===== config.mk =====
export PLATFORM = sky130hd
export DESIGN_NAME = greenhouse_actuator_scheduler
export DESIGN_NICKNAME = d
export VERILOG_FILES = /design/src/rtl/greenhouse_actuator_scheduler.sv
export SDC_FILE = /design/constraint.sdc
export NUM_CORES = 1
export LEC_CHECK = 0
export CORE_MARGIN = 5
export CORE_UTILIZATION = 59
export DETAILED_ROUTE_END_ITERATION = 7
export PLACE_DENSITY_LB_ADDON = 0.3
export SLEW_MARGIN = 20
export SYNTH_ARGS = -nofsm -noshare
export SYNTH_HDL_FRONTEND = slang
export SYNTH_SLANG_ARGS = --single-unit

===== constraint.sdc =====
create_clock -name clk -period 3.8 [get_ports clk]
set_input_delay 0.57 -clock clk [delete_from_list [all_inputs] [get_ports clk]]
set_output_delay 0.57 -clock clk [all_outputs]
set_load 0.005 [all_outputs]

===== src/rtl/greenhouse_actuator_scheduler.sv =====
// Power-budgeted scheduler for three greenhouse actuators (fan, irrigation, humidity).
// Each channel enforces minimum on/off times; new grants are shared round-robin, with fan priority during alerts.
module greenhouse_actuator_scheduler #(
    parameter int MIN_ON     = 8,
    parameter int MIN_OFF    = 4,
    parameter int MAX_ACTIVE = 2,
    parameter int CNT_W      = 8
) (
    input  logic       clk,
    input  logic       rst,
    input  logic [2:0] req,
    input  logic [2:0] remote_en,
    input  logic       alert_in,
    output logic [2:0] act_on,
    output logic [2:0] grant_evt,
    output logic [2:0] wait_flag,
    output logic [1:0] active_cnt
);

    typedef enum logic [1:0] {
        ST_OFF      = 2'd0,
        ST_ON       = 2'd1,
        ST_ON_FREE  = 2'd2,
        ST_COOLDOWN = 2'd3
    } ch_state_t;

    ch_state_t        state_r     [3];
    ch_state_t        state_nxt_s [3];
    logic [CNT_W-1:0] timer_r     [3];
    logic [CNT_W-1:0] timer_nxt_s [3];
    logic [1:0]       ptr_r;
    logic [1:0]       ptr_nxt_s;
    logic [2:0]       eligible_s;
    logic [2:0]       on_now_s;
    logic [2:0]       leaving_s;
    logic [2:0]       grant_s;
    logic [2:0]       on_nxt_s;
    logic [1:0]       staying_cnt_s;
    logic [1:0]       rr_idx_s;
    logic [1:0]       gidx_s;
    logic             found_s;
    logic             hit_s;
    logic [2:0]       act_on_r;
    logic [2:0]       grant_evt_r;
    logic [2:0]       wait_flag_r;
    logic [1:0]       active_cnt_r;

    function automatic logic [1:0] popcount3(input logic [2:0] v);
        popcount3 = {1'b0, v[0]} + {1'b0, v[1]} + {1'b0, v[2]};
    endfunction

    function automatic logic [1:0] wrap3(input logic [2:0] v);
        logic [2:0] r;
        if (v >= 3'd3) begin
            r = v - 3'd3;
        end else begin
            r = v;
        end
        wrap3 = r[1:0];
    endfunction

    // Classify channels: eligible for a grant, currently on, and releasing at this edge.
    always_comb begin
        eligible_s = 3'b000;
        on_now_s   = 3'b000;
        leaving_s  = 3'b000;
        for (int i = 0; i < 3; i++) begin
            eligible_s[i] = (state_r[i] == ST_OFF) & req[i] & remote_en[i];
            case (state_r[i])
                ST_ON: begin
                    on_now_s[i]  = 1'b1;
                    leaving_s[i] = ~remote_en[i] |
                                   ((timer_r[i] == CNT_W'(MIN_ON - 1)) & ~req[i]);
                end
                ST_ON_FREE: begin
                    on_now_s[i]  = 1'b1;
                    leaving_s[i] = ~remote_en[i] | ~req[i];
                end
                default: begin
                    on_now_s[i]  = 1'b0;
                    leaving_s[i] = 1'b0;
                end
            endcase
        end
        staying_cnt_s = popcount3(on_now_s & ~leaving_s);
    end

    // Single-grant arbiter; releases this edge free budget for a same-edge grant.
    always_comb begin
        grant_s  = 3'b000;
        gidx_s   = 2'd0;
        found_s  = 1'b0;
        rr_idx_s = 2'd0;
        hit_s    = 1'b0;
        if (staying_cnt_s < 2'(MAX_ACTIVE)) begin
            if (alert_in && eligible_s[0]) begin
                grant_s = 3'b001;
                gidx_s  = 2'd0;
            end else begin
                for (int k = 0; k < 3; k++) begin
                    rr_idx_s          = wrap3({1'b0, ptr_r} + 3'(k));
                    hit_s             = eligible_s[rr_idx_s] & ~found_s;
                    grant_s[rr_idx_s] = grant_s[rr_idx_s] | hit_s;
                    gidx_s            = hit_s ? rr_idx_s : gidx_s;
                    found_s           = found_s | hit_s;
                end
            end
        end else begin
            grant_s = 3'b000;
        end
        if (grant_s != 3'b000) begin
            ptr_nxt_s = wrap3({1'b0, gidx_s} + 3'd1);
        end else begin
            ptr_nxt_s = ptr_r;
        end
    end

    // Per-channel state and timer transitions.
    always_comb begin
        on_nxt_s = 3'b000;
        for (int i = 0; i < 3; i++) begin
            state_nxt_s[i] = state_r[i];
            timer_nxt_s[i] = timer_r[i];
            case (state_r[i])
                ST_OFF: begin
                    timer_nxt_s[i] = {CNT_W{1'b0}};
                    if (grant_s[i]) begin
                        state_nxt_s[i] = ST_ON;
                    end else begin
                        state_nxt_s[i] = ST_OFF;
                    end
                end
                ST_ON: begin
                    if (!remote_en[i]) begin
                        state_nxt_s[i] = ST_COOLDOWN;
                        timer_nxt_s[i] = {CNT_W{1'b0}};
                    end else if (timer_r[i] == CNT_W'(MIN_ON - 1)) begin
                        state_nxt_s[i] = req[i] ? ST_ON_FREE : ST_COOLDOWN;
                        timer_nxt_s[i] = {CNT_W{1'b0}};
                    end else begin
                        timer_nxt_s[i] = timer_r[i] + CNT_W'(1);
                    end
                end
                ST_ON_FREE: begin
                    timer_nxt_s[i] = {CNT_W{1'b0}};
                    if (!remote_en[i] || !req[i]) begin
                        state_nxt_s[i] = ST_COOLDOWN;
                    end else begin
                        state_nxt_s[i] = ST_ON_FREE;
                    end
                end
                ST_COOLDOWN: begin
                    if (timer_r[i] == CNT_W'(MIN_OFF - 1)) begin
                        state_nxt_s[i] = ST_OFF;
                        timer_nxt_s[i] = {CNT_W{1'b0}};
                    end else begin
                        timer_nxt_s[i] = timer_r[i] + CNT_W'(1);
                    end
                end
                default: begin
                    state_nxt_s[i] = ST_OFF;
                    timer_nxt_s[i] = {CNT_W{1'b0}};
                end
            endcase
            on_nxt_s[i] = (state_nxt_s[i] == ST_ON) | (state_nxt_s[i] == ST_ON_FREE);
        end
    end

    // State, timers, pointer and registered outputs.
    always_ff @(posedge clk) begin
        if (rst) begin
            for (int i = 0; i < 3; i++) begin
                state_r[i] <= ST_OFF;
                timer_r[i] <= {CNT_W{1'b0}};
            end
            ptr_r        <= 2'd0;
            act_on_r     <= 3'b000;
            grant_evt_r  <= 3'b000;
            wait_flag_r  <= 3'b000;
            active_cnt_r <= 2'd0;
        end else begin
            for (int i = 0; i < 3; i++) begin
                state_r[i] <= state_nxt_s[i];
                timer_r[i] <= timer_nxt_s[i];
            end
            ptr_r        <= ptr_nxt_s;
            act_on_r     <= on_nxt_s;
            grant_evt_r  <= grant_s;
            wait_flag_r  <= eligible_s & ~grant_s;
            active_cnt_r <= popcount3(on_nxt_s);
        end
    end

    assign act_on     = act_on_r;
    assign grant_evt  = grant_evt_r;
    assign wait_flag  = wait_flag_r;
    assign active_cnt = active_cnt_r;

endmodule

==> run summary, run 1 <==
Fillers: 343
Hold_ws: 0.441 ns
Max Cap Viol: 0
Post-CTS resize count: 0
Avg Vias per Cell: 6.01
Register bit total from synthesis: 43
Die width: 77.7 microns
Peak VDD IR: 0.307 mV
Critical Path Start Type: flip-flop
Slew headroom: 63.4%
Average wire per standard cell: 14.4 microns
Post-Route WL: 5520 microns
Utilization after layout: 69.0%
Hold-fix buffers, CTS: 0
Post-synth cell types: 69
Total gr overflow: 0
I/O pin total: 20
Syn_nets: 344
Avg Cell Area, Syn: 8.69 sq um
GRT Util Overall: 18.6%
Register area: 861 sq um
Dominant synthesized flop cell: dfxtp_1
Share of cells above drive strength 1: 8.76%
Clk sinks: 43
Tcrit/Tclk final: 92.0%
Leak: 1.19 nW
Nets@finish: 363
TritonRoute pass-1 iters: 5
Share of the yosys chip area belonging to registers: 31.9%
Status: finished, final reports clean
Top-area cell type share of the netlist area: 31.9%
Routability cong.: 0.966
Slowest stage delay, CP: 0.55 ns
Clock tree buffer depth: 2
Post-synth EDFFs: 0
Crit path cell chain: or4_4 -> nor3_2 -> nor2_1 -> o211a_1 -> ha_1 -> a41oi_1 -> nand2_1 -> a21oi_4 -> o211ai_2 -> a21oi_2 -> a22oi_1 -> fa_1 -> nor2_1
Antenna violations before repair: 0
Setup Viol. Count Final: 0
Area Overhead vs Synth: 12.8%
Max Fclk: 0.286 GHz
Crit path max fanout: 6
First-pass GRT wire length: 9540 microns
Critical Path Sink Type: flip-flop
Pin count of the biggest net entering global routing: 17
Post-DP HPWL: 4080 microns
Core Box Area: 4410 sq um
Vias in the first global route: 2175
Row count: 24
Post-synthesis async set-or-reset flop share: 0%
Root Buffer: clkbuf_8
Delay-heaviest family, CP: compound AO/OA/AOI/OAI gates
WP data required: 3.96 ns
Hold Path Class: reg -> reg
Post-CTS setup repair buffer count: 0
Initial Util: 61.2%
Antenna Violating Nets Remaining: 0
Clock latency on the worst-skew pair: 0.29 ns
DIE HEIGHT: 77.7 microns
CP max-delay cell: or4_4
Critical path type: reg -> reg
Cell mode on critical path: nor2_1
Setup TNS Final: 0 ns
Pwr dens: 514 nW/um^2
Final Hold Vio Count: 0
Fin. max-slew vios: 0
Syn Inst Count: 311
Crit path buffers/inverters: 0
Unrepaired setup endpoints after global routing: no
Top cells by area, synth: dfxtp_1 32%, ha_1 11%, nor2_1 5.1%
CTS Buf Count: 5
Multi-input gate area: 1720 sq um
Worst EP arrival: 3.66 ns
CTS tree: yes
PortBufs: 19
Worst Tran Pin Value: 0.548 ns
YS warnings: 0
H-tree depth: 2
Tmin final: 3.50 ns
Clock transition at path regs: 0.08 ns
Biggest area consumer among synthesized cells: dfxtp_1
Post-route DRC: 0
Worst clock skew: 0.00472 ns
Antenna cells: 0
Vias: 2301
Die area: 6030 sq um
Post-Syn Area: 2700 sq um
Initial DRC Count: 272
[flip-flops by register name (all words and copies together) (netlist names)]
signal      flops
timer_r        24
state_r         6
act_on          3
grant_evt       3
wait_flag       3
active_cnt      2
ptr_r           2
[layer usage]
metal | vias to the layer above | track usage (%) | wire (microns)
met5 | - | 0 | 0
met2 | 65 | 29.0 | 2460
li1 | 1153 | - | -
met1 | 1071 | 25.5 | 2690
met3 | 12 | 4.17 | 283
met4 | 0 | 5.67 | 91
[path summary, 6_finish.rpt]
kind | slack [ns] | cells after the start | to | startpoint
worst max-delay path | 0.30 | 13 | active_cnt[0] | timer_r[0][4]
worst min-delay path | 0.44 | 1 | timer_r[0][8] | timer_r[0][8]
worst max register to register | 0.30 | 13 | active_cnt[0] | timer_r[0][4]
worst min register to register | 0.44 | 1 | timer_r[0][8] | timer_r[0][8]
[cells in the final DEF, fill, tap and decap left out, types with 5 or more instances in the layout]
cell and n:
o21ai_0 6, nand2_1 14, nand2b_1 11, dfxtp_1 43
xor2_1 13, inv_1 18, a21oi_1 15, clkbuf_8 6
nand3_1 18, xnor2_1 6, nor3_1 7, clkdlybuf4s50_1 19
nor2b_1 5, ha_1 23, and3_1 8, nor2_1 37
[cells by family after synthesis]
kind of cell / synth area share [%]
muxes: 1.48
buffers and inverters: 4.35
AOI/OAI and AO/OA: 21.2
and+or+nand+nor: 23.6
adders and majority gates: 11.4
DFF: 31.9
xor gates and xnor gates: 6.16
[stage by stage]
stage | total power [mW] | instance area, sq um | worst slack, ns | std cells
after floorplan | 1.02 | 2700 | 0.537 | 311
after global placement | 1.20 | 2930 | 0.453 | 375
after detailed placement | 1.20 | 2930 | 0.366 | 375
after CTS | 1.58 | 3050 | 0.306 | 383
after global routing | 1.69 | 3050 | 0.0478 | 383
final | 1.57 | 3050 | 0.303 | 383
[power breakdown]
part	switching, mW	internal, mW
Clock	0.153	0.213
Sequential	0.0340	0.506
Combinational	0.367	0.296
Total	0.554	1.01
[synth_stat cells, types with 3 or more instances]
cell type  number
dfxtp_1        43
nor2_1         37
ha_1           23
inv_1          18
nand3_1        18
a21oi_1        15
nand2_1        14
xor2_1         13
nand2b_1       11
and3_1          8
clkbuf_1        7
nor3_1          7
o21ai_0         6
xnor2_1         6
nor2b_1         5
a211oi_1        4
mux2i_1         4
a21o_1          3
a31oi_1         3
and4b_1         3
o211a_1         3
o31ai_1         3
[cell type report]
class | instances | area share [%]
sequential | 43 | 28.2
tap | 52 | 2.13
clock inverter | 2 | 1.15
multi-input combinational | 240 | 56.6
inverter | 18 | 2.22
clock buffer | 6 | 2.71
timing repair buffer | 22 | 6.98
(Power assumes the default switching activity.)
==> run 2: changes to the inputs <==
- CAP_MARGIN: default -> 10
==> results of run 2 <==
No change in the layout: final DEF, timing and power equal those of run 1.
